`src/rtl/boot_copy_engine_if.sv`:
```
// ROM read port and download-window bus between the boot copy engine and its neighbours.
// master: the copy engine; slave: the ROM/RAM side.
interface boot_copy_engine_if #(
  parameter int ADDR_W = 16,
  parameter int DATA_W = 8
);
  logic [ADDR_W-1:0] rom_addr;
  logic [DATA_W-1:0] rom_data;
  logic              dn_wait;
  logic              dn_go;
  logic              dn_wr;
  logic [ADDR_W-1:0] dn_addr;
  logic [DATA_W-1:0] dn_data;

  modport master (
    output rom_addr, dn_go, dn_wr, dn_addr, dn_data,
    input  rom_data, dn_wait
  );

  modport slave (
    input  rom_addr, dn_go, dn_wr, dn_addr, dn_data,
    output rom_data, dn_wait
  );
endinterface

```
`src/rtl/boot_copy_engine.sv`:
```
// Boot sequencer: copies length bytes from a synchronous ROM into RAM over the
// download interface, then pulses execute_enable with the latched entry address.
module boot_copy_engine #(
  parameter int ADDR_W      = 16,
  parameter int DATA_W      = 8,
  parameter int ROM_LATENCY = 1,
  parameter int AUTO_START  = 1
) (
  input  logic                 clk_sys,
  input  logic                 reset,
  input  logic                 start,
  input  logic [ADDR_W-1:0]    src_base,
  input  logic [ADDR_W-1:0]    dst_base,
  input  logic [ADDR_W-1:0]    length,
  input  logic [ADDR_W-1:0]    exec_addr,
  boot_copy_engine_if.master   bus,
  output logic                 execute_enable,
  output logic [ADDR_W-1:0]    execute_addr,
  output logic                 busy,
  output logic                 done
);

  localparam logic [2:0] S_IDLE  = 3'd0;
  localparam logic [2:0] S_FETCH = 3'd1;
  localparam logic [2:0] S_WRITE = 3'd2;
  localparam logic [2:0] S_EXEC  = 3'd3;
  localparam logic [2:0] S_DONE  = 3'd4;

  localparam logic [1:0] LAT_LAST = 2'(ROM_LATENCY - 1);

  logic [2:0]        state;
  logic [1:0]        lat_cnt;
  logic [ADDR_W-1:0] dst_q;
  logic [ADDR_W-1:0] len_q;
  logic [ADDR_W-1:0] exec_q;
  logic [ADDR_W-1:0] cnt;
  logic [ADDR_W-1:0] cnt_next;
  logic [DATA_W-1:0] rom_byte;
  logic              reset_q;
  logic              trigger;

  assign cnt_next = cnt + ADDR_W'(1);
  assign rom_byte = bus.rom_data;
  // reset_q marks the first cycle after reset release for the automatic copy
  assign trigger  = start || ((AUTO_START != 0) && reset_q);

  // rom_addr doubles as the source pointer; ROM data is sampled on the edge that
  // issues the write, so dn_data only ever changes together with dn_wr.
  always_ff @(posedge clk_sys) begin
    if (reset) begin
      state          <= S_IDLE;
      lat_cnt        <= '0;
      dst_q          <= '0;
      len_q          <= '0;
      exec_q         <= '0;
      cnt            <= '0;
      reset_q        <= 1'b1;
      bus.rom_addr   <= '0;
      bus.dn_go      <= 1'b0;
      bus.dn_wr      <= 1'b0;
      bus.dn_addr    <= '0;
      bus.dn_data    <= '0;
      execute_enable <= 1'b0;
      execute_addr   <= '0;
      busy           <= 1'b0;
      done           <= 1'b0;
    end else begin
      reset_q        <= 1'b0;
      bus.dn_wr      <= 1'b0;
      execute_enable <= 1'b0;
      case (state)
        S_IDLE, S_DONE: begin
          if (trigger) begin
            dst_q        <= dst_base;
            len_q        <= length;
            exec_q       <= exec_addr;
            cnt          <= '0;
            lat_cnt      <= '0;
            bus.rom_addr <= src_base;
            bus.dn_go    <= 1'b1;
            busy         <= 1'b1;
            done         <= 1'b0;
            state        <= (length == '0) ? S_EXEC : S_FETCH;
          end
        end
        S_FETCH: begin
          if (lat_cnt == LAT_LAST) begin
            state <= S_WRITE;
          end else begin
            lat_cnt <= lat_cnt + 2'd1;
          end
        end
        S_WRITE: begin
          if (!bus.dn_wait) begin
            bus.dn_wr   <= 1'b1;
            bus.dn_addr <= dst_q + cnt;
            bus.dn_data <= rom_byte;
            cnt         <= cnt_next;
            lat_cnt     <= '0;
            if (cnt_next == len_q) begin
              state <= S_EXEC;
            end else begin
              bus.rom_addr <= bus.rom_addr + ADDR_W'(1);
              state        <= S_FETCH;
            end
          end
        end
        S_EXEC: begin
          execute_enable <= 1'b1;
          execute_addr   <= exec_q;
          bus.dn_go      <= 1'b0;
          busy           <= 1'b0;
          done           <= 1'b1;
          state          <= S_DONE;
        end
        default: state <= S_IDLE;
      endcase
    end
  end

endmodule

```
`src/flat_wrapper.sv`:
```
// flat-port wrapper written by rule: the top's interface ports become plain ports
module boot_copy_engine_flat 
#(
  parameter int ADDR_W      = 16,
  parameter int DATA_W      = 8,
  parameter int ROM_LATENCY = 1,
  parameter int AUTO_START  = 1
)
  (clk_sys, reset, start, src_base, dst_base, length, exec_addr, execute_enable, execute_addr, busy, done, bus_rom_addr, bus_dn_go, bus_dn_wr, bus_dn_addr, bus_dn_data, bus_rom_data, bus_dn_wait);
  boot_copy_engine_if #(.ADDR_W(ADDR_W), .DATA_W(DATA_W)) bus_i ();
  input  logic clk_sys;
  input  logic reset;
  input  logic start;
  input  logic [ADDR_W-1:0] src_base;
  input  logic [ADDR_W-1:0] dst_base;
  input  logic [ADDR_W-1:0] length;
  input  logic [ADDR_W-1:0] exec_addr;
  output logic execute_enable;
  output logic [ADDR_W-1:0] execute_addr;
  output logic busy;
  output logic done;
  output wire logic [$bits(bus_i.rom_addr)-1:0] bus_rom_addr;
  output wire logic [$bits(bus_i.dn_go)-1:0] bus_dn_go;
  output wire logic [$bits(bus_i.dn_wr)-1:0] bus_dn_wr;
  output wire logic [$bits(bus_i.dn_addr)-1:0] bus_dn_addr;
  output wire logic [$bits(bus_i.dn_data)-1:0] bus_dn_data;
  input wire logic [$bits(bus_i.rom_data)-1:0] bus_rom_data;
  input wire logic [$bits(bus_i.dn_wait)-1:0] bus_dn_wait;
  assign bus_rom_addr = bus_i.rom_addr;
  assign bus_dn_go = bus_i.dn_go;
  assign bus_dn_wr = bus_i.dn_wr;
  assign bus_dn_addr = bus_i.dn_addr;
  assign bus_dn_data = bus_i.dn_data;
  assign bus_i.rom_data = bus_rom_data;
  assign bus_i.dn_wait = bus_dn_wait;
  boot_copy_engine #(.ADDR_W(ADDR_W), .DATA_W(DATA_W), .ROM_LATENCY(ROM_LATENCY), .AUTO_START(AUTO_START)) u_core (.clk_sys(clk_sys), .reset(reset), .start(start), .src_base(src_base), .dst_base(dst_base), .length(length), .exec_addr(exec_addr), .bus(bus_i), .execute_enable(execute_enable), .execute_addr(execute_addr), .busy(busy), .done(done));
endmodule
```
`config.mk`:
```
export PLATFORM = sky130hd
export DESIGN_NAME = boot_copy_engine_flat
export DESIGN_NICKNAME = d
export VERILOG_FILES = /design/src/rtl/boot_copy_engine_if.sv /design/src/rtl/boot_copy_engine.sv /design/src/flat_wrapper.sv
export SDC_FILE = /design/constraint.sdc
export NUM_CORES = 1
export LEC_CHECK = 0
export ABC_AREA = 1
export BUFFER_PORTS_ARGS = -buffer_cell sky130_fd_sc_hd__buf_2
export CAP_MARGIN = 20
export CORE_UTILIZATION = 45
export DETAILED_ROUTE_END_ITERATION = 8
export PLACE_DENSITY_LB_ADDON = 0.15
export SETUP_SLACK_MARGIN = 0.1
export SYNTH_ARGS = -nofsm -noshare
export SYNTH_HDL_FRONTEND = slang
export SYNTH_SLANG_ARGS = --single-unit
```
`constraint.sdc`:
```
create_clock -name clk_sys -period 4.5 [get_ports clk_sys]
set_input_delay 0.675 -clock clk_sys [delete_from_list [all_inputs] [get_ports clk_sys]]
set_output_delay 0.675 -clock clk_sys [all_outputs]
set_load 0.02 [all_outputs]
```
**Word-level counts from Yosys, hierarchy flattened**

Index checks and enable logic that the tools add are counted.

- Equal/unequal tests: 10
- $add $sub $neg: 4
- Multiplexer cells: 24
- Bitwise operators: 2
- Reduce and logical (&&, ||, !) cells: 16

Operators with widths:

| operator | count |
|---|---|
| 16-bit two-way mux | 5 |
| 16-bit case mux with 2 select lines | 2 |
| 16-bit by 1-bit adder with 16-bit output, second input constant | 2 |
| 16-bit adder | 1 |
| 16-bit equality test | 1 |
| 16-bit logical NOT | 1 |
| 3-bit case mux with 4 select lines | 1 |
| 2-bit two-way mux | 5 |
| 3-bit two-way mux | 3 |
| 4-bit AND reduction | 2 |
| 3-bit by 2-bit equality test with 1-bit output, second input constant | 2 |
| 2-bit != test, second input constant | 3 |
| 2-bit case mux with 3 select lines | 1 |
| 2-bit AND reduction | 3 |
| 3-bit AND reduction | 2 |
| 1-bit two-way mux | 5 |
| 2-bit by 1-bit != test with 1-bit output, second input constant | 2 |
| 1-bit case mux with 2 select lines | 2 |
| 2-bit nonzero test | 2 |
| 2-bit OR reduction | 2 |
| 3-bit by 1-bit equality test with 1-bit output, second input constant | 1 |
| 3-bit equality test, second input constant | 1 |
| 3-bit logical NOT | 1 |
| 3-bit nonzero test | 1 |
| 4 further kinds | 5 |

- Flip-flop bits (word level): 130
- Logic and storage cells: 71
- Output and inout bits: 61

**Depth between registers and ports, before layout**

Gate-level depths: netlist of run 1.

- Word-level depth: 5
- Depth in mapped cells: 17
- Gate-level depth less buffers: 16

**Least setup slack after synthesis of run 1**

No wires, ideal clock.

- Path type: reg-to-reg
- Start point: register u_core.cnt[0]
- End point: register u_core.bus.dn_addr[12]
- Arrival time: 1932 ps
- Period minus slack after synthesis: 2046 ps
- Slack: 2454 ps
- Required time: 4386 ps
- Cell stages (with the launch flop): 15
- Path buffers: 0
- Library setup time: 114 ps
- Path through: dfxtp_1 > ha_1 > inv_1 > fa_1 > nand3b_1 > nand2_1 > a21oi_1 > inv_1 > nand2_1 > nand2_1 > nand3_1 > nand2_1 > xor2_1 > o21bai_1 > inv_1

- Word-level cells in the longest chain between the ends: 1

Ends and longest elaborated chain:

| what | line | RTL |
|---|---|---|
| from (decl) | boot_copy_engine.sv:36 | `logic [ADDR_W-1:0] cnt;` |
| from (signal assigned) | boot_copy_engine.sv:98 | `cnt <= cnt_next;` |
| 16-bit adder | boot_copy_engine.sv:96 | `bus.dn_addr <= dst_q + cnt;` |
| to (signal assigned) | boot_copy_engine.sv:96 |  |
| to (decl) | boot_copy_engine_if.sv:16 | `output rom_addr, dn_go, dn_wr, dn_addr, dn_data,` |

No other way between the ends.
A chain may end at the register's enable or synchronous reset.

**Final worst setup path of run 1**

- Start point: register u_core.state[1]
- End point: register u_core.bus.dn_addr[15]

- Word-level cells in the longest chain between the ends: 2

Ends and longest elaborated chain:

| what | line | RTL |
|---|---|---|
| from (decl) | boot_copy_engine.sv:31 | `logic [2:0] state;` |
| from (signal assigned) | boot_copy_engine.sv:83 | `state <= (length == '0) ? S_EXEC : S_FETCH;` |
| 3-bit by 2-bit equality test with 1-bit output | boot_copy_engine.sv:71 | `case (state)` |
| 2-bit AND reduction (no source line) | - |  |

No other way between the ends.

==> run_results.csv, run 1 <==
group,metric,value,unit
clock_tree,numCtsBuffers,17,
routing,wl,16400,microns
worst_setup_path,reg2regPathDepth,11,
synth,avgSynthCellArea,6.91,sq um
routing,first_pass_iters,5,
worst_setup_path,start_kind,"flip-flop",
synth,yosysTopAreaCell,"dfxtp_1",
timing,worst_pin_slew,0.850,ns
clock_tree,clock_sinks,130,
timing,final.setup.tns,0,ns
worst_setup_path,cp.arrival,3.28,ns
place,pre_cts_slack,1.52,ns
global_routing,first_global_vias,5690,
floorplanning,die_w,122,microns
floorplanning,start_util,46.5,%
global_routing,grt_max_degree,69,
timing,fin_worst_skew,0.00746,ns
synth,ys.flop_type,"dfxtp_1",
clock_tree,cts_resized,0,
synth,ys_top_cells_by_area,"dfxtp_1 40%, nand2_1 11%, nor2_1 8.7%, o21ai_0 6.9%, nand3_1 6.2%",
timing,fin_ws,1.54,ns
synth,yosys_register_bits,130,
pwr,pwr_density_cell,444,nW/um^2
synth,netlist_instances,941,
routing,via_per_inst,4.99,
synth,synth_top_family_by_area,"simple AND/OR/NAND/NOR gates",
timing,grt_setup_unrepaired,"false",
worst_setup_path,crit_fanout,48,
worst_setup_path,crit_path_frequent_cell,"inv_1",
synth,synthAdderAreaFrac,3.77,%
global_routing,gr-usage-all-layers,23.2,%
run_status,status,"complete, no violations",
place,portBuffers,136,
clock_tree,cts.hold.buffers_added,0,
place,gp_congestion,0.881,
floorplanning,fp.dieH,122,microns
global_routing,antenna_found_initial,2,
floorplanning,rows,43,
routing,drc,0,
global_routing,use_met2,35.1,%
routing,drt_iter0_drc,320,
worst_hold_path,min_path_cells,2,
clock_tree,insertion_delay,0.42,ns
synth,synth_fp_nets,1036,
timing,max_freq,338,MHz
global_routing,grt_util_met1,31.5,%
timing,setup_viol,0,
synth,synth_compound_area_share,13.8,%
worst_setup_path,path_delay_family,"buffers and inverters",
synth,yosys.area_share.simple,29.7,%
worst_hold_path,holdCritPathClass,"flip-flop to flip-flop",
pwr,vdd_drop_max,0.000250,V
synth,synth_mux_area_share,1.08,%
worst_setup_path,crit_chain,"inv_1, nor3_1, buf_4, inv_1, nor2_4, buf_4, clkinv_1, a21oi_1, o21ai_0, nand2_1, inv_1",
floorplanning,core_area,14000,sq um
pwr,p_leak,3.83,nW
floorplanning,dieArea,14900,sq um
synth,ys_seq_area_share,40.0,%
clock_tree,clkTransAtPathRegs,0.06,ns
floorplanning,ios,137,
worst_setup_path,path_class,"flip-flop to flip-flop",
layout,drive_above_1_share,17.9,%
global_routing,gr-usage-met3,6.41,%
global_routing,top_usage_layer,"met2",
synth,synth_xor_area_share,3.45,%
worst_setup_path,slowest_delay,0.65,ns
timing,fin_crit,2.96,ns
clock_tree,cts_tree,"done",
synth,ys_types,40,
timing,relSlewSlack,43.2,%
worst_setup_path,crit_buf_inv,6,
timing,fin_crit_sh,65.8,%
worst_setup_path,cp-end-kind,"flip-flop",
flow_run,max-cap-violations,0,
timing,hold_viol,0,
clock_tree,cts_root_buf,"clkbuf_16",
worst_setup_path,crit_cells,11,
synth,async_flop_share,0,%
synth,yosysTopAreaCellShare,40.0,%
global_routing,grt_overflow,0,
clock_tree,cts.htree.levels,4,
layout,nets,1157,
place,post-dp-hpwl,11400,microns
worst_setup_path,crit_slowest_cell,"clkinv_1",
routing,vias,6270,
routing,wl_per_cell,13.1,microns
layout,area_growth,21.5,%
global_routing,grt_pass1_wl,27200,microns
routing,ant_nets,0,
clock_tree,ctsLongestPathBuffers,2,
clock_tree,postCtsSetupBuffers,0,
worst_setup_path,cp.required,4.82,ns
synth,syn_area,6500,sq um
synth,synth_edf_count,0,
synth,yosys_warnings,0,
timing,slew_violations,0,
==> synth_stat cells, drive strengths merged (3+ instances only) <==
cell / number
ha: 18
nor2: 156
nor3: 10
or2: 3
o21bai: 8
nand2: 194
xor2: 18
clkbuf: 25
buf: 14
nand4: 8
mux2i: 7
o21ai: 89
nor4: 4
dfxtp: 130
nand3: 81
nand3b: 4
clkinv: 4
inv: 90
xnor2: 5
a21oi: 58
==> cell families after synthesis <==
| logic type | Yosys count |
|---|---|
| flip-flops | 130 |
| AND/OR/NAND/NOR | 460 |
| adder cells (fa/ha/maj) | 19 |
| buffers and inverters | 133 |
| AO/OA/AOI/OAI | 168 |
| multiplexers | 7 |
| XOR/XNOR | 24 |
==> cell usage in the layout, fill, tap and decap left out, types with 5 or more instances in the layout <==
master	count
a21oi_1	56
buf_2	136
clkbuf_16	17
dfxtp_1	130
ha_1	18
inv_1	87
inv_6	7
mux2i_1	7
nand2_1	190
nand3_1	80
nand4_1	8
nor2_1	149
nor2_2	5
nor3_1	9
o21ai_0	89
o21bai_1	8
xnor2_1	5
xor2_1	18
==> report_power, final <==
group          leakage, nW  switching, W  internal [W]  total [W]
clock network        0.283      0.000547      0.000843    0.00139
registers             1.07     0.0000971       0.00129    0.00139
logic                 2.48      0.000478      0.000250   0.000728
==> worst min-delay path: stages, from the launching register on <==
cell and delay [ns]:
dfxtp_1 0.32, nand2_1 0.05, nand2_1 0.04
==> sequential cells by signal, indices dropped and copies added, names as in the netlist, 2 cells and up <==
name and count:
u_core.state 3, u_core.bus.dn_data 8, u_core.bus.rom_addr 16, u_core.bus.dn_addr 16
u_core.lat_cnt 2, u_core.cnt 16, u_core.execute_addr 16, u_core.dst_q 16
u_core.len_q 16, u_core.exec_q 16
==> final timing paths <==
path / start / end / slack (ns)
worst max-delay path: u_core.state[1] / u_core.bus.dn_addr[15] / 1.54
worst min-delay path: u_core.exec_q[8] / u_core.execute_addr[8] / 0.44
worst max register to register: u_core.state[1] / u_core.bus.dn_addr[15] / 1.54
worst min register to register: u_core.exec_q[8] / u_core.execute_addr[8] / 0.44
==> through the flow <==
stage | cell area [sq um] | total power, W | utilization [%] | instances | hold slack (ns)
2_1_floorplan | 6500 | 0.00192 | - | 941 | 0.414
4_1_cts | 7880 | 0.00353 | 56.3 | 1254 | 0.441
3_5_place_dp | 7280 | 0.00213 | 52.1 | 1222 | 0.428
5_1_grt | 7900 | 0.00371 | 56.5 | 1256 | 0.457
3_3_place_gp | 7280 | 0.00213 | 52.1 | 1222 | 0.425
6_report | 7900 | 0.00351 | 56.5 | 1256 | 0.439
==> layout make-up <==
| type | count | area (sq um) |
|---|---|---|
| clock buffers | 20 | 447 |
| well taps | 180 | 225 |
| flip-flops and latches | 130 | 2600 |
| repair buffers | 141 | 743 |
| diodes | 1 | 2.50 |
| inverters | 94 | 353 |
| fillers | 1438 | 6090 |
| clock inverters | 12 | 145 |
| multi-input cells | 678 | 3380 |
==> routing by layer <==
| metal | part of all wire, % | vias up |
|---|---|---|
| met5 | 0 | - |
| met4 | 1.7 | 0 |
| met3 | 6.3 | 25 |
| met2 | 43 | 158 |
| met1 | 49 | 2784 |
| li1 | - | 3303 |
No activity file was read; power rests on OpenSTA's default activity.
==> run 2, diff against run 1 <==
==> constraint.sdc (replaced) <==
create_clock -name clk_sys -period 2.89 [get_ports clk_sys]
set_input_delay 0.4335 -clock clk_sys [delete_from_list [all_inputs] [get_ports clk_sys]]
set_output_delay 0.4335 -clock clk_sys [all_outputs]
set_load 0.02 [all_outputs]
==> run_results.csv, run 2 (synthesis gave the netlist of run 1 again) <==
group,metric,value,unit
timing,final.setup.tns,0,ns
timing,max_freq,423,MHz
layout,instances_no_fill,1265,
run_status,status,"complete, no violations",
timing,fin_worst_skew,0.00870,ns
worst_setup_path,crit_cells,14,
routing,wl_met1,8200,microns
layout,diodes,0,
routing,first_pass_iters,7,
pwr,pwr_density_cell,687,nW/um^2
timing,worst_pin_slew,0.804,ns
clock_tree,clock_sinks,130,
clock_tree,insertion_delay,0.43,ns
worst_setup_path,crit_buf_inv,1,
floorplanning,fp.dieH,122,microns
place,dp.cells,1233,
routing,wl_met3,1160,microns
routing,drc,0,
pwr,vdd_drop_max,0.000428,V
timing,hold_viol,0,
floorplanning,die_w,122,microns
worst_setup_path,cp.arrival,2.68,ns
pwr,p_leak,3.87,nW
worst_setup_path,start_kind,"flip-flop",
routing,top_layer,"met4",
layout,multi_input_area,3380,sq um
worst_setup_path,crit_fanout,13,
worst_setup_path,reg2regPathDepth,14,
global_routing,first_global_vias,5804,
flow_run,max-cap-violations,0,
pwr,clkPwrFrac,39.4,%
routing,via_per_inst,5.07,
routing,drt_iter0_drc,379,
timing,slew_violations,0,
place,gp_congestion,0.839,
pwr,internal_power,0.00366,W
global_routing,gr-usage-all-layers,23.6,%
place,portBuffers,136,
clock_tree,cts_root_buf,"clkbuf_16",
clock_tree,cts.htree.levels,4,
worst_hold_path,min_path_cells,3,
layout,final-seq-area,2600,sq um
clock_tree,cts_tree,"done",
floorplanning,core_area,14000,sq um
clock_tree,ctsLongestPathBuffers,2,
routing,ant_nets,0,
routing,route.met2.wl,7480,microns
worst_setup_path,cp-end-kind,"flip-flop",
routing,wl,17000,microns
floorplanning,start_util,46.5,%
layout,fin_area,7950,sq um
layout,nets,1167,
place,post-dp-hpwl,11900,microns
routing,wl_per_cell,13.5,microns
floorplanning,dieArea,14900,sq um
pwr,p_total,0.00546,W
worst_setup_path,path_delay_family,"simple AND/OR/NAND/NOR gates",
clock_tree,clkTransAtPathRegs,0.06,ns
clock_tree,postCtsSetupBuffers,0,
global_routing,grt_max_degree,48,
layout,drive_above_1_share,18.9,%
timing,setup_viol,0,
global_routing,grt_pass1_wl,27600,microns
worst_hold_path,holdCritPathClass,"primary input to flip-flop",
timing,relSlewSlack,46.3,%
global_routing,antenna_found_initial,0,
routing,vias,6409,
layout,final.fill_count,1410,
floorplanning,ios,137,
timing,fin_crit_sh,81.8,%
worst_setup_path,cp.required,3.21,ns
worst_setup_path,path_class,"flip-flop to flip-flop",
clock_tree,cts_resized,0,
timing,fin_crit,2.36,ns
pwr,netSwitchingPower,0.00180,W
layout,area_growth,22.3,%
clock_tree,cts.hold.buffers_added,0,
global_routing,grt_overflow,0,
pwr,combPwrFrac,21.0,%
pwr,seqPwrFrac,39.6,%
worst_setup_path,crit_chain,"ha_1, nand3_1, nor2_1, nand4_1, nand2_1, nand2_1, nand2_1, nand2_1, nor2_1, nand3_2, nand2_2, inv_2, nor2_1, nor2_1",
worst_setup_path,crit_slowest_cell,"dfxtp_1",
floorplanning,rows,43,
worst_setup_path,slowest_delay,0.43,ns
place,dpl_cell_area,7350,sq um
layout,final_common_cell,"nand2_1",
timing,grt_setup_unrepaired,"false",
layout,final_cell_mix,"190 x nand2_1, 149 x nor2_1, 136 x buf_2",
clock_tree,numCtsBuffers,17,
pwr,swShare,33.0,%
==> run 2: power groups by stage <==
| stage | clock (W) | sequential (W) | combinational [W] |
|---|---|---|---|
| after floorplan | 0 | 0.00227 | 0.000714 |
| after global placement | 0 | 0.00220 | 0.00114 |
| after detailed placement | 0 | 0.00220 | 0.00115 |
| after CTS | 0.00217 | 0.00216 | 0.00116 |
| after global routing | 0.00224 | 0.00219 | 0.00130 |
| final | 0.00215 | 0.00216 | 0.00115 |
==> run 2: cell type report <==
cell class | instances | share of cell area [%]
clock buffer | 19 | 5.70
inverter | 94 | 4.44
sequential | 130 | 32.8
tap | 180 | 2.83
timing repair buffer | 151 | 9.98
multi-input combinational | 678 | 42.5
clock inverter | 13 | 1.75
==> run 2: layer usage <==
layer / up-vias / global-route usage (%)
li1: 3318 / -
met1: 2914 / 30.7
met2: 160 / 37.1
met3: 17 / 7.72
met4: 0 / 7.09
met5: - / 0
==> run 2: worst reg2reg max path: cells and delay by family, from the launching register on <==
family | cells | cell delay (ns)
fa+ha+maj | 1 | 0.26
simple gates | 12 | 1.38
buf+inv | 1 | 0.17
flops | 1 | 0.43
==> run 2: path summary, 6_finish.rpt <==
check | to | slack (ns) | from
worst min register to register | u_core.execute_addr[9] | 0.44 | u_core.exec_q[9]
worst max-delay path | u_core.bus.rom_addr[14] | 0.53 | u_core.cnt[1]
worst max register to register | u_core.bus.rom_addr[14] | 0.53 | u_core.cnt[1]
worst min-delay path | u_core.bus.dn_data[4] | 0.23 | bus_rom_data[4]
==> run 2: metrics by stage <==
step | utilization [%] | hold WS, ns | setup slack [ns]
final | 56.8 | 0.225 | 0.526
after global routing | 56.8 | 0.226 | 0.205
after CTS | 56.8 | 0.218 | 0.440
after detailed placement | 52.6 | 0.432 | 0.513
after global placement | 52.6 | 0.424 | 0.573
after floorplan | - | 0.414 | 0.844
==> run 3, diff against run 2 <==
==> constraint.sdc (replaced) <==
create_clock -name clk_sys -period 2.3 [get_ports clk_sys]
set_input_delay 0.345 -clock clk_sys [delete_from_list [all_inputs] [get_ports clk_sys]]
set_output_delay 0.345 -clock clk_sys [all_outputs]
set_load 0.02 [all_outputs]
==> run_results.csv, run 3 (synthesis gave the netlist of run 1 again) <==
group,metric,value,unit
timing,slew_violations,0,
worst_setup_path,reg2regPathDepth,15,
floorplanning,dieArea,14900,sq um
timing,hold_viol,0,
layout,final.fill_count,1387,
floorplanning,die_w,122,microns
routing,vias,6370,
clock_tree,clock_sinks,130,
pwr,pwr_density_cell,829,nW/um^2
timing,fin_crit,2.05,ns
global_routing,gr-usage-all-layers,23.2,%
global_routing,grt_pass1_wl,27300,microns
clock_tree,cts_root_buf,"clkbuf_16",
worst_setup_path,start_kind,"flip-flop",
timing,whs,0.144,ns
floorplanning,rows,43,
clock_tree,insertion_delay,0.42,ns
worst_hold_path,hold-path-endpoint,"u_core.exec_q[9]",
worst_hold_path,holdCritPathClass,"primary input to flip-flop",
timing,relSlewSlack,66.2,%
timing,setup_viol,0,
worst_hold_path,hp-start,"exec_addr[9]",
clock_tree,numCtsBuffers,17,
global_routing,grt_overflow,0,
floorplanning,ios,137,
routing,ant_nets,0,
layout,diodes,0,
clock_tree,clkTransAtPathRegs,0.06,ns
timing,fin_crit_sh,89.0,%
timing,worst_pin_slew,0.503,ns
worst_setup_path,path_class,"flip-flop to flip-flop",
floorplanning,fp.dieH,122,microns
worst_setup_path,cp-end-kind,"flip-flop",
routing,wl_per_cell,13.1,microns
pwr,p_leak,3.97,nW
layout,drive_above_1_share,22.1,%
worst_setup_path,rrSetupSlack,0.25,ns
clock_tree,cts_tree,"done",
global_routing,grt_max_degree,33,
global_routing,antenna_found_initial,0,
timing,max_freq,488,MHz
worst_setup_path,r2r_end,"u_core.bus.rom_addr[15]",
global_routing,first_global_vias,5765,
worst_hold_path,min_path_cells,3,
flow_run,max-cap-violations,0,
routing,drt_iter0_drc,406,
clock_tree,cts.htree.levels,4,
place,portBuffers,136,
clock_tree,ctsLongestPathBuffers,2,
worst_setup_path,crit_fanout,7,
layout,multi_input_area,3490,sq um
pwr,vdd_drop_max,0.000532,V
layout,nets,1182,
layout,final-seq-area,2620,sq um
routing,drc,0,
place,post-dp-hpwl,11800,microns
floorplanning,core_area,14000,sq um
layout,final_cell_mix,"186 x nand2_1, 143 x nor2_1, 136 x buf_2",
clock_tree,cts.hold.buffers_added,0,
routing,via_per_inst,4.98,
routing,wl,16800,microns
layout,area_growth,25.5,%
layout,instances_no_fill,1280,
worst_setup_path,r2r_start,"u_core.cnt[1]",
run_status,status,"complete, no violations",
layout,final_common_cell,"nand2_1",
routing,first_pass_iters,5,
worst_setup_path,cp.arrival,2.36,ns
timing,fin_worst_skew,0.00721,ns
timing,grt_setup_unrepaired,"false",
floorplanning,start_util,46.5,%
place,gp_congestion,0.924,
worst_setup_path,cp.required,2.61,ns
place,dp.cells,1241,
## run 3: worst max-delay path by stage
stage	endpoint	from	cells past startpoint	slack [ns]
floorplan	u_core.bus.dn_addr[12]	u_core.cnt[0]	14	0.25
global placement	u_core.bus.rom_addr[0]	u_core.cnt[0]	14	0.05
detailed placement	u_core.bus.rom_addr[6]	u_core.state[1]	8	-0.006
CTS	u_core.bus.rom_addr[6]	u_core.cnt[0]	14	0.11
global route	u_core.bus.rom_addr[15]	u_core.cnt[0]	15	0.09
finish	u_core.bus.rom_addr[15]	u_core.cnt[1]	15	0.25
## run 3: timing repair
action                     in CTS  in global routing
pin swaps                       0                  6
gates resized for setup         2                 36
setup endpoints to repair      10                 22
setup buffers                   0                  7
## run 3: where the power goes
| group | switching, W | internal (W) | total [W] |
|---|---|---|---|
| logic | 0.000978 | 0.000576 | 0.00155 |
| registers | 0.000193 | 0.00252 | 0.00272 |
| clock network | 0.00106 | 0.00143 | 0.00248 |
## run 3: metal layers
| layer | wire, microns | global-route usage [%] | share of wire (%) |
|---|---|---|---|
| met1 | 7970 | 31.3 | 47 |
| met2 | 7380 | 35.1 | 44 |
| met3 | 1240 | 7.12 | 7.3 |
| met4 | 242 | 8.08 | 1.4 |
| met5 | 0 | 0 | 0 |
## run 3: area by class of cell
class | count | share of cell area [%]
Clock inverter | 12 | 1.24
Tap cell | 180 | 2.76
Timing Repair Buffer | 166 | 11.4
Sequential cell | 130 | 32.1
Clock buffer | 20 | 5.48
Multi-Input combinational cell | 678 | 42.7
Inverter | 94 | 4.36
## run 3: stage by stage
step / util (%) / total power (W) / TNS (ns) / cell area [sq um] / setup slack, ns
2_1_floorplan: - / 0.00375 / 0 / 6500 / 0.254
5_1_grt: 58.3 / 0.00714 / 0 / 8160 / 0.0903
4_1_cts: 57.1 / 0.00673 / 0 / 7990 / 0.113
3_3_place_gp: 53.1 / 0.00420 / 0 / 7430 / 0.0537
3_5_place_dp: 53.1 / 0.00422 / -0.00620 / 7430 / -0.00620
6_report: 58.3 / 0.00676 / 0 / 8160 / 0.253
## run 3: worst max-delay path, cell delays in order (launching register included)
cell and delay, ns:
dfxtp_2 0.36, ha_4 0.16, nand2_4 0.07, nor2_4 0.24, nand2_1 0.10, nand2_1 0.11
a21oi_1 0.08, nor2_1 0.10, nand3_1 0.09, nor2_2 0.13, nand3_2 0.11, nand2_4 0.14
buf_4 0.13, nand2_1 0.04, nand2_1 0.05, nor2_1 0.03
